$ cat config.mk
export PLATFORM = sky130hd
export DESIGN_NAME = pwm_deadtime_gen
export DESIGN_NICKNAME = d
export VERILOG_FILES = /design/src/rtl/pwm_deadtime_gen.sv
export SDC_FILE = /design/constraint.sdc
export NUM_CORES = 1
export LEC_CHECK = 0
export ABC_AREA = 1
export BUFFER_PORTS_ARGS = -buffer_cell sky130_fd_sc_hd__buf_2
export CORE_MARGIN = 5
export CORE_UTILIZATION = 30
export DETAILED_ROUTE_END_ITERATION = 8
export PLACE_DENSITY = 0.56
export SLEW_MARGIN = 25
export SYNTH_ARGS = -nofsm -noshare
export SYNTH_HDL_FRONTEND = slang
export SYNTH_SLANG_ARGS = --single-unit
$ cat constraint.sdc
create_clock -name CLK -period 4.15 [get_ports CLK]
set_input_delay 0.415 -clock CLK [delete_from_list [all_inputs] [get_ports CLK]]
set_output_delay 0.415 -clock CLK [all_outputs]
set_load 0.01 [all_outputs]
$ cat src/rtl/pwm_deadtime_gen.sv
// Multi-channel edge-aligned PWM with double-buffered period/duty/dead time
// and complementary high/low gate drives separated by a programmable gap.

module pwm_dt_lane #(
  parameter int DT_WIDTH = 4
) (
  input  logic                CLK,
  input  logic                RST,
  input  logic                CE,
  input  logic                en,
  input  logic                raw,
  input  logic [DT_WIDTH-1:0] deadtime,
  output logic                h,
  output logic                l
);
  logic                raw_q;
  logic                en_q;
  logic [DT_WIDTH-1:0] dt;
  logic                edge_seen;

  // Re-enabling is handled like a raw edge so the gap is honoured on resume.
  assign edge_seen = (raw != raw_q) || !en_q;

  always_ff @(posedge CLK or posedge RST) begin
    if (RST) begin
      raw_q <= 1'b0;
      en_q  <= 1'b0;
      dt    <= '0;
      h     <= 1'b0;
      l     <= 1'b0;
    end else if (!en) begin
      h    <= 1'b0;
      l    <= 1'b0;
      dt   <= '0;
      en_q <= 1'b0;
      if (CE) raw_q <= raw;
    end else if (CE) begin
      raw_q <= raw;
      en_q  <= 1'b1;
      if (edge_seen) begin
        if (deadtime == '0) begin
          h  <= raw;
          l  <= ~raw;
          dt <= '0;
        end else begin
          h  <= 1'b0;
          l  <= 1'b0;
          dt <= deadtime;
        end
      end else if (dt != '0) begin
        // The edge cycle is the first low cycle, so drive on the last tick.
        dt <= dt - 1'b1;
        h  <= (dt == DT_WIDTH'(1)) &  raw_q;
        l  <= (dt == DT_WIDTH'(1)) & ~raw_q;
      end else begin
        h <= raw_q;
        l <= ~raw_q;
      end
    end
  end
endmodule

module pwm_deadtime_gen #(
  parameter int WIDTH    = 8,
  parameter int CHANNELS = 3,
  parameter int DT_WIDTH = 4
) (
  input  logic                      CLK,
  input  logic                      RST,
  input  logic                      CE,
  input  logic                      EN,
  input  logic                      LOAD,
  input  logic [WIDTH-1:0]          PERIOD,
  input  logic [CHANNELS*WIDTH-1:0] DUTY,
  input  logic [DT_WIDTH-1:0]       DEADTIME,
  output logic [CHANNELS-1:0]       PWM_H,
  output logic [CHANNELS-1:0]       PWM_L,
  output logic                      SYNC
);
  logic [WIDTH-1:0]                 cnt;
  logic [WIDTH-1:0]                 act_period, sh_period;
  logic [CHANNELS-1:0][WIDTH-1:0]   act_duty, sh_duty;
  logic [DT_WIDTH-1:0]              act_dt, sh_dt;
  logic                             pending;
  logic                             running;
  logic                             wrap;
  logic                             apply;
  logic [CHANNELS-1:0]              raw;

  assign wrap  = (cnt == act_period);
  assign apply = CE && wrap && pending;

  always_ff @(posedge CLK or posedge RST) begin
    if (RST) begin
      cnt        <= '0;
      act_period <= '0;
      sh_period  <= '0;
      act_duty   <= '0;
      sh_duty    <= '0;
      act_dt     <= '0;
      sh_dt      <= '0;
      pending    <= 1'b0;
      running    <= 1'b0;
      SYNC       <= 1'b0;
    end else begin
      // A LOAD coinciding with an apply stays pending for the next wrap.
      if (LOAD) begin
        sh_period <= PERIOD;
        sh_duty   <= DUTY;
        sh_dt     <= DEADTIME;
        pending   <= 1'b1;
      end else if (apply) begin
        pending <= 1'b0;
      end
      if (CE) begin
        cnt  <= wrap ? '0 : cnt + 1'b1;
        SYNC <= (cnt == '0);
      end else begin
        SYNC <= 1'b0;
      end
      // Outputs stay parked low until a configuration has been applied.
      if (apply) begin
        act_period <= sh_period;
        act_duty   <= sh_duty;
        act_dt     <= sh_dt;
        running    <= 1'b1;
      end
    end
  end

  for (genvar i = 0; i < CHANNELS; i++) begin : g_lane
    assign raw[i] = (cnt < act_duty[i]);
    pwm_dt_lane #(.DT_WIDTH(DT_WIDTH)) u_lane (
      .CLK      (CLK),
      .RST      (RST),
      .CE       (CE),
      .en       (EN && running),
      .raw      (raw[i]),
      .deadtime (act_dt),
      .h        (PWM_H[i]),
      .l        (PWM_L[i])
    );
  end
endmodule

Word-level counts from Yosys, hierarchy flattened --
Index checks and enable logic that the tools add are counted.
Storage, ports and cells: latch bits 0, output and inout bits 7, memory bits (writable) 0, ROM bits 0, bits in registers 105, word-level logic and storage cells 122, input bits 41, memories kept 0
Cells by class: add/sub/neg operators 4, shift operators 0, div/mod/pow operators 0, bitwise logic cells 12, reductions and logical operators 16, multiplexer cells 49, equality and inequality tests 11, multipliers 0, magnitude comparators 3
Operator list (number):
- 4-bit 2-to-1 mux | 13
- 1-bit 2-to-1 mux | 35
- 8-bit less-than comparator | 3
- 4-bit by 1-bit equality test with 1-bit output (second input constant) | 3
- 4-bit nonzero test | 3
- 4-bit by 1-bit subtractor with 4-bit output (second input constant) | 3
- 8-bit by 1-bit adder with 8-bit output (second input constant) | 1
- 8-bit equality test | 1
- 8-bit logical NOT | 1
- 8-bit 2-to-1 mux | 1
- 1-bit bitwise AND | 6
- 3-bit by 1-bit inequality test with 1-bit output (second input constant) | 2
- 1-bit NOT | 6
- 2-bit AND reduction | 3
- 4-bit logical NOT | 1
- 1-bit logical AND | 3
- 1-bit logical OR | 3
- 1-bit inequality test | 3
- 3-bit inequality test (second input constant) | 1
- 2-bit inequality test (second input constant) | 1
- 2-bit nonzero test | 1
- 1-bit logical NOT | 1

Logic depth before layout (Yosys ltp) --
depth after elaboration 6, mapped depth 14, mapped depth without buffers 13

Modules after synthesis --
Synthesis repeated with hierarchy kept, for this count alone.
Second synthesis, totals: cells, all modules 754, area, all modules 5825.6 um^2
By module, submodules not included:
- pwm_deadtime_gen | instances 1, sequential area each 2077.0 um^2, area each 4121.5 um^2, cells an instance 505
- pwm_dt_lane | instances 3, sequential area each 200.2 um^2, area each 568.0 um^2, cells an instance 83

Worst setup path before layout --
OpenSTA, ideal clock, no wires.
path type register -> register, from register cnt[5], to register g_lane[1].u_lane.h, setup slack 2.399 ns, cell stages (with the launch flop) 10, period minus slack after synthesis 1.751 ns, setup time 0.124 ns, arrival 1.627 ns, buffers on the path 1, data required time 4.026 ns, cell sequence dfrtp_1 -> ha_1 -> a21oi_1 -> o21a_1 -> nand2_2 -> nand2_2 -> nand3_2 -> buf_4 -> o211ai_1 -> nand2_1
Between the ends: cells in the longest elaborated chain, start to end 6
Ends and longest elaborated chain:
- start, declared | RTL line 80 | logic [WIDTH-1:0] cnt;
- start signal, assigned | RTL line 116 | cnt <= wrap ? '0 : cnt + 1'b1;
- 8-bit less-than comparator (*) | RTL line 132 | assign raw[i] = (cnt < act_duty[i]);
- 1-bit inequality test | RTL line 22 | assign edge_seen = (raw != raw_q) || !en_q;
- 1-bit logical OR | RTL line 22
- 1-bit 2-to-1 mux (*) | RTL line 40 | if (edge_seen) begin
- 1-bit 2-to-1 mux (*) | RTL line 37 | end else if (CE) begin
- 1-bit 2-to-1 mux (*) | RTL line 31 | end else if (!en) begin
- end signal, assigned | RTL line 42 | h <= raw;
- end signal, assigned | RTL line 53 | h <= (dt == DT_WIDTH'(1)) & raw_q;
- end signal, assigned | RTL line 56 | h <= raw_q;
- end, declared | RTL line 13 | output logic h,
Every way passes the cells marked *; elsewhere a longest branch is shown, timed or not. The select of a mux whose other input is x is not followed. A chain may end at the register's enable or synchronous reset.

Worst setup path after layout --
from register cnt[1], to register act_duty[19] (netlist bit)
Between the ends: cells in the longest elaborated chain, start to end 3
Ends and longest elaborated chain:
- 8-bit equality test | RTL line 90 | assign wrap = (cnt == act_period);
- 1-bit logical AND (2 in a row) | RTL line 91 | assign apply = CE && wrap && pending;
- end signal, assigned | RTL line 124 | act_duty <= sh_duty;
- end, declared | RTL line 82 | logic [CHANNELS-1:0][WIDTH-1:0] act_duty, sh_duty;
No other way between the ends.

==> run summary <==
The area of all placed cells without fillers was 6120 um2; the post-route clock period utilization was 52.6%. In this run the count of I/O pins placed on the die edge is 48. Per report_power, the sequential group accounts for 41.6% of the total.

The fraction of registers with async set/reset came out at 100%. The library cell with the largest summed area after synthesis was sky130_fd_sc_hd__dfrtp_1. In this run the vertical extent of the chip is 145 um.

For this run, the detailed router's first-pass iteration total came to 4. The transition time at the pin with the least slew margin was 0.935 ns; the number of fillers in the final layout was 1866. Yosys attributes the largest share of cell area to sky130_fd_sc_hd__dfrtp_1 48%, sky130_fd_sc_hd__nand2_1 8.4%, sky130_fd_sc_hd__ha_1 7.3%.

Yosys mapped a number of flops with a built-in enable equal to 0. TritonCTS created 9 clock buffers. The repair_antennas step left the layout with diodes totalling 0. The number of pins exceeding their max-slew limit in the final report was 0; the total core area was 18000 um2.

The flow ran to the end, and the final reports show no timing, DRC or antenna violations. The number of vias per cell after detailed routing works out to 4.41. The run gives 458 MHz as the highest clock rate. At the worst endpoint, the required time is 4.43 ns. The netlist uses 34 different library cells.

The H-tree generated during clock tree synthesis spans 3 levels. The logs give 0 for the post-detailed-route count of antenna-violating nets and 10700 um for the total wire length after detailed routing. Static leakage: 3.00 nW. The tools report the maximum clock skew at final layout as 0.00684 ns.

A synthesized cell averages 9.33 um2. From synthesis to final layout, the design area changed by 11.6%. For this run, the total global-route usage over all layers was measured as 10.6%. The logs give 47.9% for the portion of the post-synthesis area used by sequential elements and 588 for the number of standard cells after synthesis. Data on the critical path arrives at its endpoint at 2.46 ns. The clock passes through at most 2 buffers. Of the cells placed in the final design, the portion with a size suffix greater than 1 is 23.5%. The initial antenna violation count came out at 0. The tools report the post-synth design cell area as 5490 um2. The tools report the count of routing violations after the opening detailed-route iteration as 157. The number of buffers added on ports came out at 47. Combinational logic burns 36.4% of the power. Routability-driven placement finished with a final weighted congestion of 0.788. The most used flip-flop cell after synthesis is sky130_fd_sc_hd__dfrtp_1. The net total in the final layout came out at 697. The run gives 105 as the number of clock sinks seen by CTS. In this run the core area contains 49 standard-cell rows. After routing, the total negative slack on setup checks comes to 0 ns.

The initial utilization of the core area, before any placement, comes to 30.5%. The worst pin sits at a relative slew slack of 37.7%. The remaining routing DRC violations was 0. The critical path capture point type was a flop.

TritonCTS built the clock tree. The total overflow left after global routing is 0. Yosys printed 0 warnings.

In the layout the commonest cells are 123 x sky130_fd_sc_hd__nand2_1, 105 x sky130_fd_sc_hd__dfrtp_1, 72 x sky130_fd_sc_hd__inv_1. The worst setup path is of the flop to flop kind. The worst setup path is launched from a flop.

Number of max-capacitance violations reported: 0. Final setup violation count: 0. Setup repair after global routing left no endpoint under its margin.

The count of state elements after synthesis is 105. The die covers 21100 um2. The highest fanout seen on the critical path was 51. The count of buffers added by post-CTS timing repair for setup is 0, and the width of the chip is 145 um. The power per cell area works out to 589 nW/um2. The run gives 1.97 ns as the post-route worst setup slack.

For the final number of hold-violating endpoints, the log shows 0. The number of nets in the synthesized netlist is 661. The area after detailed placement is 5850 um2. The library cell used most frequently in the layout, excluding fill and tap cells, is sky130_fd_sc_hd__nand2_1. The cell sitting at the root of the clock tree is a sky130_fd_sc_hd__clkbuf_16. The core occupancy in the finished layout came out at 34.1%.

The worst hold path belongs to the class primary input to async pin. The detailed-route via count is 3782. VDD sags by at most 0.000262 V. The number of hold buffers added after CTS was 0. The tools report the HPWL after detailed placement as 7830 um. Routed wirelength normalized by instance count: 12.5 um.

The analysis attributes to net switching a power of 0.00137 W. Clock period minus worst slack: 2.18 ns. The share of synthesized area in the top cell type comes to 47.9%. The number of gates resized after CTS was 0.

Entering global routing, the biggest net connects 52 pins. The total internal power is 0.00224 W. The clock network accounts for 22.0% of the total power.

Wire length of the first global-routing pass: 18800 um. Of the total power, the share spent switching nets is 38.0%. The run gives 3782 as the via count of the first global-routing pass.

The clock latency of the later-clocked register in the worst-skew pair is 0.35 ns, and the clock-pin slew on the worst setup and hold paths is 0.07 ns. The tools report the minimum setup slack after placement as 1.95 ns.
==> metrics by stage <==
step	power [W]	std cells	hold WS [ns]
4_1_cts	0.00366	858	0.0267
3_5_place_dp	0.00285	842	0.406
3_3_place_gp	0.00283	842	0.403
6_report	0.00361	858	0.0258
2_1_floorplan	0.00256	588	0.439
5_1_grt	0.00394	858	0.0452
==> worst max-delay path, stage by stage (launching register included) <==
cell and delay [ns]:
sky130_fd_sc_hd__dfrtp_1 0.44, sky130_fd_sc_hd__inv_1 0.19, sky130_fd_sc_hd__or2_1 0.13, sky130_fd_sc_hd__nand4_1 0.10
sky130_fd_sc_hd__nor3_2 0.16, sky130_fd_sc_hd__nand2_2 0.11, sky130_fd_sc_hd__nor2_4 0.12, sky130_fd_sc_hd__nand2_4 0.18
sky130_fd_sc_hd__inv_6 0.41, sky130_fd_sc_hd__nand2_1 0.14, sky130_fd_sc_hd__o21ai_2 0.08
==> cells in the mapped netlist, drive strengths merged, types with 7 or more instances <==
library cell / number
mux2: 25
ha: 32
nand2: 139
nand3: 21
nor2: 23
xor2: 12
nand4: 12
buf: 19
a21oi: 7
dfrtp: 105
inv: 77
o21ai: 87
==> power groups by stage <==
| stage | registers [W] | logic, W | clock network (W) |
|---|---|---|---|
| after CTS | 0.00150 | 0.00134 | 0.000824 |
| after global placement | 0.00152 | 0.00131 | 0 |
| after floorplan | 0.00145 | 0.00111 | 0 |
| after detailed placement | 0.00152 | 0.00133 | 0 |
| final | 0.00150 | 0.00131 | 0.000792 |
| after global routing | 0.00154 | 0.00154 | 0.000859 |
==> final timing paths <==
kind | endpoint | cells after the start | startpoint | slack (ns)
setup / recovery | act_duty[19] | 10 | cnt[1] | 1.97
max in group asynchronous | sh_period[4] | 3 | RST | 3.20
hold / removal | g_lane[0].u_lane.raw_q | 2 | RST | 0.03
setup reg to reg | act_duty[19] | 10 | cnt[1] | 1.97
min in group CLK | sh_period[0] | 3 | PERIOD[0] | 0.27
hold reg to reg | g_lane[1].u_lane.h | 2 | g_lane[1].u_lane.h | 0.47
==> state kept, by name, summed over array words and instances, names as in the netlist, 3 cells and up <==
name	count
g_lane.u_lane.raw_q	3
cnt	8
g_lane.u_lane.h	3
act_period	8
sh_dt	4
sh_duty	24
act_duty	24
sh_period	8
g_lane.u_lane.dt	12
g_lane.u_lane.l	3
act_dt	4
==> cells by family after synthesis <==
group | synth area share [%]
muxes | 5.13
adders and majority gates | 7.30
AOI/OAI and AO/OA | 11.7
buffers and inverters | 8.62
xor gates and xnor gates | 1.92
DFF | 47.9
and+or+nand+nor | 17.4
==> routing by layer <==
layer  vias to the layer above  track usage [%]  share of wire (%)
met2                        53             16.5                 45
met5                         -                0                  0
met3                        13             2.84                3.6
li1                       1967                -                  -
met1                      1749             14.8                 50
met4                         0             2.85                1.3
==> area by class of cell <==
cell class                      count  area, um2  share of cell area, %
Sequential cell                   105       2630                   42.9
Tap cell                          229        287                   4.68
Timing Repair Buffer               49        250                   4.09
Inverter                           78        300                   4.91
Clock inverter                      6       41.3                  0.675
Clock buffer                       10        229                   3.74
Multi-Input combinational cell    381       2390                   39.0
No activity file was read; power rests on OpenSTA's default activity.
